<file path="src/rtl/dmem_arb_pkg.sv">
// Shared types and helpers for the two-master data-memory AHB-lite arbiter.
package dmem_arb_pkg;

   // Arbiter sequencing: pick an owner, run its transfer, then force one idle cycle.
   typedef enum logic [1:0] {
      IDLE    = 2'd0,
      ACCESS  = 2'd1,
      RELEASE = 2'd2
   } arb_state_t;

   // Master identifier; doubles as the index into the request vector.
   typedef logic master_t;
   localparam master_t M_CORE = 1'b0;
   localparam master_t M_DMA  = 1'b1;

   // Width of the stall counter: holds 0..timeout, never narrower than one bit.
   function automatic int unsigned cnt_width(input int unsigned timeout);
      return (timeout > 0) ? $clog2(timeout + 1) : 1;
   endfunction

endpackage

</file>
<file path="src/rtl/dmem_ahb_arbiter_rr_pick2.sv">
// Two-way round-robin picker: a lone requester wins, a tie goes to the
// master that did not own the previous transfer.
module rr_pick2
   import dmem_arb_pkg::*;
(
   input  logic [1:0] req_i,
   input  master_t    last_owner_i,
   output master_t    winner_o,
   output logic       valid_o
);

   // Resolve the winner from the current request pair and the previous owner.
   always_comb begin
      valid_o  = |req_i;
      winner_o = M_CORE;
      unique case (req_i)
         2'b01:   winner_o = M_CORE;
         2'b10:   winner_o = M_DMA;
         2'b11:   winner_o = ~last_owner_i;
         default: winner_o = M_CORE;
      endcase
   end

endmodule

</file>
<file path="src/rtl/dmem_ahb_arbiter.sv">
// Shares the data-memory AHB-lite slave between the core (M0) and DMA/debug
// (M1) ports. One owner at a time, round-robin on ties, a one-cycle release
// gap after every transfer and a watchdog that errors out stalled transfers.
module dmem_ahb_arbiter
   import dmem_arb_pkg::*;
#(
   parameter int unsigned DATA_WIDTH = 32,
   parameter int unsigned TIMEOUT    = 15
) (
   input  logic                  hclk_i,
   input  logic                  hreset_i,
   // M0: core data port
   input  logic                  m0_hsel_i,
   input  logic [31:0]           m0_haddr_i,
   input  logic                  m0_hwrite_i,
   input  logic [DATA_WIDTH-1:0] m0_hwdata_i,
   output logic [DATA_WIDTH-1:0] m0_hrdata_o,
   output logic                  m0_hready_o,
   output logic                  m0_hresp_o,
   // M1: DMA / debug port
   input  logic                  m1_hsel_i,
   input  logic [31:0]           m1_haddr_i,
   input  logic                  m1_hwrite_i,
   input  logic [DATA_WIDTH-1:0] m1_hwdata_i,
   output logic [DATA_WIDTH-1:0] m1_hrdata_o,
   output logic                  m1_hready_o,
   output logic                  m1_hresp_o,
   // Slave side
   output logic                  s_hsel_o,
   output logic [31:0]           s_haddr_o,
   output logic                  s_hwrite_o,
   output logic [DATA_WIDTH-1:0] s_hwdata_o,
   input  logic [DATA_WIDTH-1:0] s_hrdata_i,
   input  logic                  s_hready_i,
   input  logic                  s_hresp_i,
   // Current owner, one-hot {M1,M0}
   output logic [1:0]            grant_o
);

   localparam int unsigned   CW      = cnt_width(TIMEOUT);
   localparam bit            WDOG_EN = (TIMEOUT != 0);
   localparam int unsigned   LIM_INT = (TIMEOUT > 0) ? TIMEOUT - 1 : 0;
   localparam logic [CW-1:0] CNT_LIM = CW'(LIM_INT);
   localparam logic [CW-1:0] CNT_MAX = '1;

   arb_state_t    state_q, state_d;
   master_t       owner_q, owner_d;
   master_t       last_owner_q, last_owner_d;
   logic [CW-1:0] cnt_q, cnt_d;

   master_t                pick_winner;
   logic                   pick_valid;
   logic                   timeout_hit;
   logic                   xfer_done;
   logic                   resp_sel;
   logic [DATA_WIDTH-1:0]  rdata_sel;

   rr_pick2 u_pick (
      .req_i        ({m1_hsel_i, m0_hsel_i}),
      .last_owner_i (last_owner_q),
      .winner_o     (pick_winner),
      .valid_o      (pick_valid)
   );

   // A slave ready in the timeout cycle wins, so the watchdog only fires without one.
   assign timeout_hit = WDOG_EN && (state_q == ACCESS) && (cnt_q == CNT_LIM) && !s_hready_i;
   assign xfer_done   = (state_q == ACCESS) && (s_hready_i || timeout_hit);
   assign resp_sel    = timeout_hit ? 1'b1 : (s_hready_i & s_hresp_i);
   assign rdata_sel   = timeout_hit ? '0 : s_hrdata_i;

   // State, owner, fairness history and stall counter registers.
   always_ff @(posedge hclk_i or negedge hreset_i) begin
      if (!hreset_i) begin
         state_q      <= IDLE;
         owner_q      <= M_CORE;
         last_owner_q <= M_DMA;
         cnt_q        <= '0;
      end else begin
         // NOTE: non-blocking so every register samples the pre-edge values of the others.
         state_q      <= state_d;
         owner_q      <= owner_d;
         last_owner_q <= last_owner_d;
         cnt_q        <= cnt_d;
      end
   end

   // Next-state logic plus the owner-steered request and response muxes.
   always_comb begin
      // NOTE: every output and next-state term gets a default first so no path infers a latch.
      state_d      = state_q;
      owner_d      = owner_q;
      last_owner_d = last_owner_q;
      cnt_d        = cnt_q;
      s_hsel_o     = 1'b0;
      s_haddr_o    = '0;
      s_hwrite_o   = 1'b0;
      s_hwdata_o   = '0;
      grant_o      = 2'b00;
      m0_hready_o  = 1'b0;
      m0_hresp_o   = 1'b0;
      m0_hrdata_o  = '0;
      m1_hready_o  = 1'b0;
      m1_hresp_o   = 1'b0;
      m1_hrdata_o  = '0;

      unique case (state_q)
         IDLE: begin
            if (pick_valid) begin
               owner_d = pick_winner;
               cnt_d   = '0;
               state_d = ACCESS;
            end
         end

         ACCESS: begin
            s_hsel_o = 1'b1;
            if (owner_q == M_DMA) begin
               s_haddr_o   = m1_haddr_i;
               s_hwrite_o  = m1_hwrite_i;
               s_hwdata_o  = m1_hwdata_i;
               grant_o     = 2'b10;
               m1_hready_o = xfer_done;
               m1_hresp_o  = resp_sel;
               m1_hrdata_o = rdata_sel;
            end else begin
               s_haddr_o   = m0_haddr_i;
               s_hwrite_o  = m0_hwrite_i;
               s_hwdata_o  = m0_hwdata_i;
               grant_o     = 2'b01;
               m0_hready_o = xfer_done;
               m0_hresp_o  = resp_sel;
               m0_hrdata_o = rdata_sel;
            end
            if (xfer_done) begin
               state_d = RELEASE;
            end else if (cnt_q != CNT_MAX) begin
               cnt_d = cnt_q + CW'(1);
            end
         end

         RELEASE: begin
            last_owner_d = owner_q;
            state_d      = IDLE;
         end

         default: state_d = IDLE;
      endcase
   end

endmodule

</file>
<file path="config.mk">
export PLATFORM = sky130hd
export DESIGN_NAME = dmem_ahb_arbiter
export DESIGN_NICKNAME = d
export VERILOG_FILES = /design/src/rtl/dmem_arb_pkg.sv /design/src/rtl/dmem_ahb_arbiter_rr_pick2.sv /design/src/rtl/dmem_ahb_arbiter.sv
export SDC_FILE = /design/constraint.sdc
export NUM_CORES = 1
export LEC_CHECK = 0
export CAP_MARGIN = 15
export CELL_PAD_IN_SITES_DETAIL_PLACEMENT = 1
export CELL_PAD_IN_SITES_GLOBAL_PLACEMENT = 1
export CORE_ASPECT_RATIO = 2
export CORE_MARGIN = 2
export CORE_UTILIZATION = 14
export CTS_CLUSTER_DIAMETER = 80
export CTS_CLUSTER_SIZE = 8
export DETAILED_ROUTE_END_ITERATION = 16
export GPL_TIMING_DRIVEN = 0
export PLACE_DENSITY_LB_ADDON = 0.08
export SYNTH_ARGS = -nofsm -noshare
export SYNTH_HDL_FRONTEND = slang
export SYNTH_SLANG_ARGS = --single-unit
</file>
<file path="constraint.sdc">
create_clock -name hclk_i -period 4.1 [get_ports hclk_i]
set_input_delay 0.82 -clock hclk_i [delete_from_list [all_inputs] [get_ports hclk_i]]
set_output_delay 0.82 -clock hclk_i [all_outputs]
set_load 0.02 [all_outputs]
</file>
Word level (Yosys, flattened, before mapping). Index checks and enable logic that the tools add are counted. W data, S select, Z words.

$add $sub $neg: 1. $mul: 0. Divide/modulo/power cells: 0. $lt $le $gt $ge: 0. Eq/ne operators: 10. Shift operators: 0. Mux-type cells: 31. Bitwise gates (word level): 2. Reduce and logical (&&, ||, !) cells: 11.

Operators by type and width (number): $mux W32 (9); $mux W1 (12); $mux W4 (3); $mux W2 (4); $pmux W4 S2 (1); $eq A2 B2 Y1 const B (3); $ne A2 B2 Y1 const B (3); $add A4 B1 Y4 const B (1); $eq A4 B4 Y1 const B (1); $ne A4 B4 Y1 const B (1); $pmux W2 S2 (1); $reduce_and A2 Y1 (2); $reduce_and A4 Y1 (1); $logic_and A1 B1 Y1 (3); $eq A2 B1 Y1 const B (1); $logic_not A2 Y1 (1); $ne A2 B1 Y1 const B (1); $pmux W1 S2 (1); $reduce_bool A2 Y1 (1); $reduce_or A2 Y1 (1); $and A1 B1 Y1 (1); $logic_not A1 Y1 (1); $logic_or A1 B1 Y1 (1); $not A1 Y1 (1).

Bits in registers: 8. Latch bits: 0. Memory bits (writable): 0. ROM bits: 0. Bits of input ports: 168. Output and inout port bits: 136. Word-level logic and storage cells: 59. Memories kept: 0.

Depth between registers and ports, before layout. Gate-level depths: netlist of the first run.

Word-level depth: 7. Depth in mapped cells: 6. Gate-level depth less buffers: 5.

Hierarchy. A second synthesis of the first run with hierarchy kept.

Cells, all modules: 274. Area, all modules: 1961.9 um^2.

By module, submodules not included: dmem_ahb_arbiter (instances 1, cells each 272, area an instance 1948.1 um^2, sequential area each 201.4 um^2); rr_pick2 (instances 1, cells each 2, area an instance 13.8 um^2, sequential area each 0.0 um^2).

Least setup slack after synthesis of the first run. No wires, ideal clock.

Path kind: input port to output port. Start point: input s_hready_i. End point: output m0_hrdata_o[10]. Arrival time: 1.628 ns. Required time: 3.280 ns. Path slack: 1.652 ns. Cell stages on the path: 4. Buffers on the path: 1. Cell sequence: nand4b_1 nor3b_2 clkbuf_1 and2_1.

Cells in the longest elaborated chain, start to end: 5.

RTL lines: start, declared (line dmem_ahb_arbiter.sv:34) `input logic s_hready_i,`; $logic_not A1 Y1 (line dmem_ahb_arbiter.sv:66) `assign timeout_hit = WDOG_EN && (state_q == ACCESS) && (cnt_q == CNT_LIM) && !s_hready_i;`; $logic_and A1 B1 Y1 (line dmem_ahb_arbiter.sv:66); $mux W32 (line dmem_ahb_arbiter.sv:69) `assign rdata_sel = timeout_hit ? '0 : s_hrdata_i;`; $mux W32 (line dmem_ahb_arbiter.sv:117) `if (owner_q == M_DMA) begin`; $mux W32 (line dmem_ahb_arbiter.sv:106) `unique case (state_q)`; end, declared (line dmem_ahb_arbiter.sv:17) `output logic [DATA_WIDTH-1:0] m0_hrdata_o,`.

No other way between the ends.

Worst setup path in the final report of the first run.
Start point: input s_hready_i. End point: output m0_hrdata_o[18].

The elaborated chain is that of the path after synthesis.

==> impl_metrics.py, run 1 <==
metrics = {
    "status": {
        "status": "completed",
    },
    "route": {
        "dr.pass1.iters": 5,
        "routed_wl_um": 12710,
        "post_drt_wl_per_cell_um": 17.37,
        "drt_iter0_drc": 27,
        "postRouteAntennaNets": 0,
        "vias": 3132,
        "vias_per_cell": 4.279,
        "drc_errors": 0,
    },
    "synth": {
        "synth_nets": 440,
        "ys_ff_latch": 8,
        "synthArstFlopShare": 1.000,
        "postSynthAreaPerCell_um2": 7.178,
        "synth_cells": 270,
        "ys_seq_area_frac": 0.1039,
        "synth_flop_cell": "dfrtp_1",
        "yosys_warnings": 0,
        "synth_cell_types": 32,
        "synth_edf_count": 0,
        "synth_area_um2": 1938,
    },
    "setup_path": {
        "reg2regPathDepth": 5,
        "path_class": "in -> out",
        "setup.worst_path.end_class": "output pin",
        "cp.depth": 6,
        "r2r_start": "cnt_q[0]$_DFFE_PN0P_",
        "worstPathMaxFanout": 10,
        "critPathBufInv": 3,
        "crit_slowest_cell": "clkdlybuf4s50_1",
        "crit_arrival_ps": 3030,
        "cp-endpoint": "m0_hrdata_o[18]",
        "path_delay_family": "buffers and inverters",
        "crit_required_ps": 3280,
        "crit_path_start_kind": "input port",
        "crit_path_start": "s_hready_i",
        "critPathMostFrequentCell": "clkdlybuf4s50_1",
        "r2r_slack_ps": 2320,
        "cp_cell_sequence": "clkdlybuf4s50_1 -> nand4b_1 -> nor3b_2 -> clkbuf_1 -> and2_1 -> clkdlybuf4s50_1",
        "cp_slowest_stage_delay_ps": 610,
        "reg2reg_to": "cnt_q[3]$_DFFE_PN0P_",
    },
    "clock_network": {
        "clk_pin_slew_ps": 40,
        "htree_num_levels": 1,
        "cts_resized": 0,
        "tritoncts": "built",
        "clock-sinks": 8,
        "numCtsBuffers": 3,
        "clk_latency_ps": 230,
        "cts_root_buffer": "clkbuf_16",
        "ctsHoldBuffers": 0,
        "post_cts_buffers": 0,
        "clock_path_buffers": 2,
    },
    "place": {
        "gp_congestion": 0.7621,
        "dpl_worst_slack_ps": 226.3,
        "port_buffers": 303,
        "dp_hpwl_um": 11460,
        "dp_cells": 728,
    },
    "timing": {
        "timing.slew.headroom": 0.6697,
        "finalSetupViolations": 0,
        "finalMaxSlewViolations": 0,
        "whs_ps": 490.8,
        "tns_ps": 0,
        "hold_viol_final": 0,
        "max_freq_ghz": 0.2600,
        "final.setup_skew_ps": 0.8290,
        "tightest_slew_ps": 494.4,
        "grt_setup_unrepaired": "no",
        "fin_crit_ps": 3846,
        "period_share": 0.9380,
        "setup_slack_ps": 254.2,
    },
    "pwr": {
        "swShare": 0.4778,
        "p_comb_frac": 0.876,
        "p_seq_frac": 0.058,
        "vdd_drop_max_mv": 0.1788,
        "power.total_mw": 2.595,
        "leakage_nw": 2.173,
        "power.density_nw_per_um2": 494.9,
        "switchingPower_mw": 1.240,
        "power.internal_mw": 1.355,
        "clkPwrFrac": 0.066,
    },
    "cells_and_area": {
        "drive_above_1_share": 0.04853,
        "final_nets": 748,
        "final_cells": 732,
        "diodes": 0,
        "final_cell_mix": "303 x clkdlybuf4s50_1, 69 x nor2_1, 66 x and2_1, 66 x mux2i_1, 13 x buf_2",
        "synthToLayoutAreaGrowth_pct": 170.6,
        "final_common_cell": "clkdlybuf4s50_1",
    },
    "global_route": {
        "grt_pass1_vias": 3401,
        "grt_pass1_wl_um": 18470,
        "grt_max_degree": 11,
        "antenna_found_initial": 0,
        "grt-ovfl-total": 0,
        "gr-usage-all-layers": 0.1613,
    },
    "floorplanning": {
        "io_pins": 304,
        "die_w_um": 87.20,
        "die_h_um": 170.4,
        "rows": 60,
        "coreArea_um2": 13510,
        "start_util": 0.1434,
        "dieArea_um2": 14860,
    },
    "worst_hold_path": {
        "hp-class": "reg -> reg",
    },
    "run": {
        "maxCapViolCount": 0,
    },
}
worst min path at each step:
stage                                  start                  endpoint  slack (ps)  cells past startpoint
floorplan           last_owner_q$_DFFE_PN1N_  last_owner_q$_DFFE_PN1N_         460                      2
global placement    last_owner_q$_DFFE_PN1N_  last_owner_q$_DFFE_PN1N_         480                      2
detailed placement  last_owner_q$_DFFE_PN1N_  last_owner_q$_DFFE_PN1N_         490                      2
CTS                 last_owner_q$_DFFE_PN1N_  last_owner_q$_DFFE_PN1N_         500                      2
global route        last_owner_q$_DFFE_PN1N_  last_owner_q$_DFFE_PN1N_         540                      2
finish              last_owner_q$_DFFE_PN1N_  last_owner_q$_DFFE_PN1N_         490                      2
through the flow:
stage                     utilization  cell area (um2)
after floorplan                     -             1938
after global placement         0.3822             5165
after detailed placement       0.3822             5165
after CTS                      0.3881             5244
after global routing           0.3881             5244
final                          0.3881             5244
power by group through the flow:
stage               combinational, mW  clock [mW]  sequential [mW]
floorplan                        1.26           0            0.142
global placement                 2.29           0            0.150
detailed placement               2.31           0            0.152
CTS                              2.32       0.172            0.152
global route                     2.44       0.176            0.158
finish                           2.27       0.170            0.152
layout make-up:
class | count | area, um2
multi-input combinational | 234 | 1585
tap | 155 | 193.9
fill | 1633 | 8269
clock buffer | 4 | 78.83
timing repair buffer | 303 | 3033
buffer | 22 | 128.9
sequential | 8 | 201.4
inverter | 6 | 22.52
synthesized netlist by cell type, types with 2 or more instances:
library cell / n / area, um2
clkbuf_1: 5 / 18.77
nand2_1: 5 / 18.77
and2_1: 66 / 412.9
nand3_1: 2 / 10.01
o21ai_0: 2 / 10.01
buf_2: 13 / 65.06
dfrtp_1: 7 / 175.2
o211ai_1: 2 / 15.01
nor2_1: 69 / 259.0
inv_1: 5 / 18.77
mux2i_1: 66 / 660.6
nand3b_1: 3 / 22.52
buf_6: 4 / 45.04
nor3b_1: 2 / 15.01
ha_1: 2 / 25.02
cell families after synthesis:
logic type                 Yosys count  synth area share
AOI/OAI and AO/OA                   11           0.04454
and+or+nand+nor                    155            0.4196
DFF                                  8            0.1039
buffers and inverters               28           0.07811
muxes                               66            0.3409
adders and majority gates            2           0.01291
worst reg2reg max path, stage by stage (launching register included):
cell and delay [ps]:
dfrtp_1 360, inv_1 80, ha_1 250, a31o_1 240, a2111oi_2 550, o211ai_1 160
state kept, by name, indices dropped and copies added, names as in the netlist:
signal / flops
state_q: 2
cnt_q: 4
last_owner_q: 1
owner_q: 1
per-layer routing:
layer	wire, um	vias to the layer above	track usage	share of wire
li1	-	1503	-	-
met1	3655	1396	0.1308	0.29
met2	7336	219	0.3419	0.58
met3	1470	14	0.05771	0.12
met4	250	0	0.03946	0.020
met5	0	-	0	0
Power figures use the tool's default switching activity.
==> run 2, diff against run 1 <==
--- a/config.mk
+++ b/config.mk
@@ -15,7 +15,7 @@
 export CTS_CLUSTER_SIZE = 8
 export DETAILED_ROUTE_END_ITERATION = 16
 export GPL_TIMING_DRIVEN = 0
-export PLACE_DENSITY_LB_ADDON = 0.08
+export PLACE_DENSITY = 0.95
 export SYNTH_ARGS = -nofsm -noshare
 export SYNTH_HDL_FRONTEND = slang
 export SYNTH_SLANG_ARGS = --single-unit
==> run 2 against run 1 <==
Die area is the same; clock skew is essentially flat; global-route usage grew 0.067 points; register-to-register slack lost 50 ps; sequential share of layout area is the same.
==> impl_metrics.py, run 2 (synthesis gave the netlist of run 1 again) <==
metrics = {
    "timing": {
        "tightest_slew_ps": 757.8,
        "max_freq_ghz": 0.2534,
        "period_share": 0.9627,
        "tns_ps": 0,
        "fin_crit_ps": 3947,
        "finalSetupViolations": 0,
        "final.setup_skew_ps": 0.4653,
        "timing.slew.headroom": 0.4948,
        "hold_viol_final": 0,
        "grt_setup_unrepaired": "no",
        "finalMaxSlewViolations": 0,
    },
    "setup_path": {
        "crit_required_ps": 3280,
        "cp_slowest_stage_delay_ps": 620,
        "r2r_start": "cnt_q[0]$_DFFE_PN0P_",
        "crit_arrival_ps": 3130,
        "setup.worst_path.end_class": "output pin",
        "reg2reg_to": "cnt_q[3]$_DFFE_PN0P_",
        "crit_path_start_kind": "input port",
        "crit_slowest_cell": "clkdlybuf4s50_1",
        "reg2regPathDepth": 5,
        "critPathMostFrequentCell": "clkdlybuf4s50_1",
        "worstPathMaxFanout": 10,
        "critPathBufInv": 3,
        "r2r_slack_ps": 2270,
        "cp_cell_sequence": "clkdlybuf4s50_1 -> nand4b_1 -> nor3b_2 -> clkbuf_1 -> and2_1 -> clkdlybuf4s50_1",
        "path_class": "in -> out",
        "path_delay_family": "buffers and inverters",
    },
    "worst_hold_path": {
        "hold_end": "last_owner_q$_DFFE_PN1N_",
        "hp-class": "reg -> reg",
        "holdPathStages": 2,
        "min_from": "last_owner_q$_DFFE_PN1N_",
    },
    "cells_and_area": {
        "diodes": 0,
        "synthToLayoutAreaGrowth_pct": 170.6,
        "final_cell_mix": "303 x clkdlybuf4s50_1, 69 x nor2_1, 66 x and2_1, 66 x mux2i_1, 13 x buf_2",
        "largest_register_ffs": 4,
        "final_common_cell": "clkdlybuf4s50_1",
        "drive_above_1_share": 0.04853,
        "largest_register": "cnt_q",
        "reg_top3": "cnt_q (4), state_q (2)",
        "final_cells": 732,
        "final_nets": 748,
        "nFillCells": 1600,
    },
    "floorplanning": {
        "die_w_um": 87.20,
        "io_pins": 304,
        "dieArea_um2": 14860,
        "rows": 60,
        "coreArea_um2": 13510,
        "start_util": 0.1434,
        "die_h_um": 170.4,
    },
    "global_route": {
        "grt_pass1_wl_um": 18570,
        "grt_pass1_vias": 3589,
        "antenna_found_initial": 0,
        "gr-usage-all-layers": 0.1620,
        "grt-ovfl-total": 0,
        "grt_max_degree": 11,
    },
    "pwr": {
        "leakage_nw": 2.173,
        "power.density_nw_per_um2": 505.4,
        "vdd_drop_max_mv": 0.2195,
    },
    "run": {
        "maxCapViolCount": 0,
    },
    "route": {
        "vias_per_cell": 4.384,
        "drc_errors": 0,
        "vias": 3209,
        "routed_wl_um": 12990,
        "post_drt_wl_per_cell_um": 17.75,
        "drt_iter0_drc": 69,
        "postRouteAntennaNets": 0,
        "dr.pass1.iters": 4,
    },
    "place": {
        "port_buffers": 303,
        "dp_cells": 728,
        "gp_congestion": 0.8151,
        "dp_hpwl_um": 11330,
    },
    "clock_network": {
        "htree_num_levels": 1,
        "numCtsBuffers": 3,
        "clk_latency_ps": 240,
        "clk_pin_slew_ps": 40,
        "post_cts_buffers": 0,
        "cts_root_buffer": "clkbuf_16",
        "tritoncts": "built",
        "cts_resized": 0,
        "ctsHoldBuffers": 0,
        "clock-sinks": 8,
        "clock_path_buffers": 2,
    },
    "status": {
        "status": "completed",
    },
}
==> run 2: how the worst max path moves through the flow <==
stage	from	end	slack [ps]	depth (start not counted)
final	s_hready_i	m0_hrdata_o[11]	150	6
after global routing	s_hready_i	m0_hrdata_o[11]	20	6
after CTS	s_hready_i	m0_hrdata_o[11]	80	6
after detailed placement	s_hready_i	m0_hrdata_o[11]	80	6
after global placement	s_hready_i	m0_hrdata_o[11]	140	6
after floorplan	s_hready_i	m0_hrdata_o[10]	1650	4
==> run 2: where the power goes <==
part           leakage (nW)  switching [mW]  internal (mW)
Combinational          2.04            1.21           1.11
Sequential           0.0997          0.0384          0.114
Clock                0.0382          0.0427          0.130
==> run 2: worst register-to-register path, cell delays in order, from the launching register on <==
cell and delay, ps:
dfrtp_1 380, inv_1 100, ha_1 240, a31o_1 250, a2111oi_2 550, o211ai_1 170
==> run 2: layout make-up <==
class                   count  area, um2  share of cell area
inverters                   6      22.52            0.004295
multi-input cells         234       1585              0.3023
clock buffers               4      78.83             0.01503
flip-flops and latches      8      201.4             0.03842
repair buffers            303       3033              0.5784
plain buffers              22      128.9             0.02458
well taps                 155      193.9             0.03698
==> run 2: per-stage QoR <==
step           utilization  setup WS (ps)  power [mW]  area [um2]  hold WS (ps)
3_3_place_gp        0.3822          138.0       2.427        5165         471.1
3_5_place_dp        0.3822          75.75       2.498        5165         482.7
2_1_floorplan            -           1652       1.403        1938         457.7
5_1_grt             0.3881          24.23       2.801        5244         548.7
6_report            0.3881          153.0       2.650        5244         514.5
4_1_cts             0.3881          78.94       2.684        5244         523.1
==> run 2: per-layer routing <==
metal | vias up | GRT usage | wire (um)
met4 | 0 | 0.04415 | 310
li1 | 1506 | - | -
met5 | - | 0 | 0
met2 | 229 | 0.3501 | 7627
met3 | 17 | 0.03492 | 1182
met1 | 1457 | 0.1373 | 3871
==> run 3, diff against run 2 <==
--- a/config.mk
+++ b/config.mk
@@ -12,7 +12,6 @@
 export CORE_MARGIN = 2
 export CORE_UTILIZATION = 14
 export CTS_CLUSTER_DIAMETER = 80
-export CTS_CLUSTER_SIZE = 8
 export DETAILED_ROUTE_END_ITERATION = 16
 export GPL_TIMING_DRIVEN = 0
 export PLACE_DENSITY = 0.95
==> results of run 3 <==
No change in the layout: final DEF, timing and power equal those of run 2.
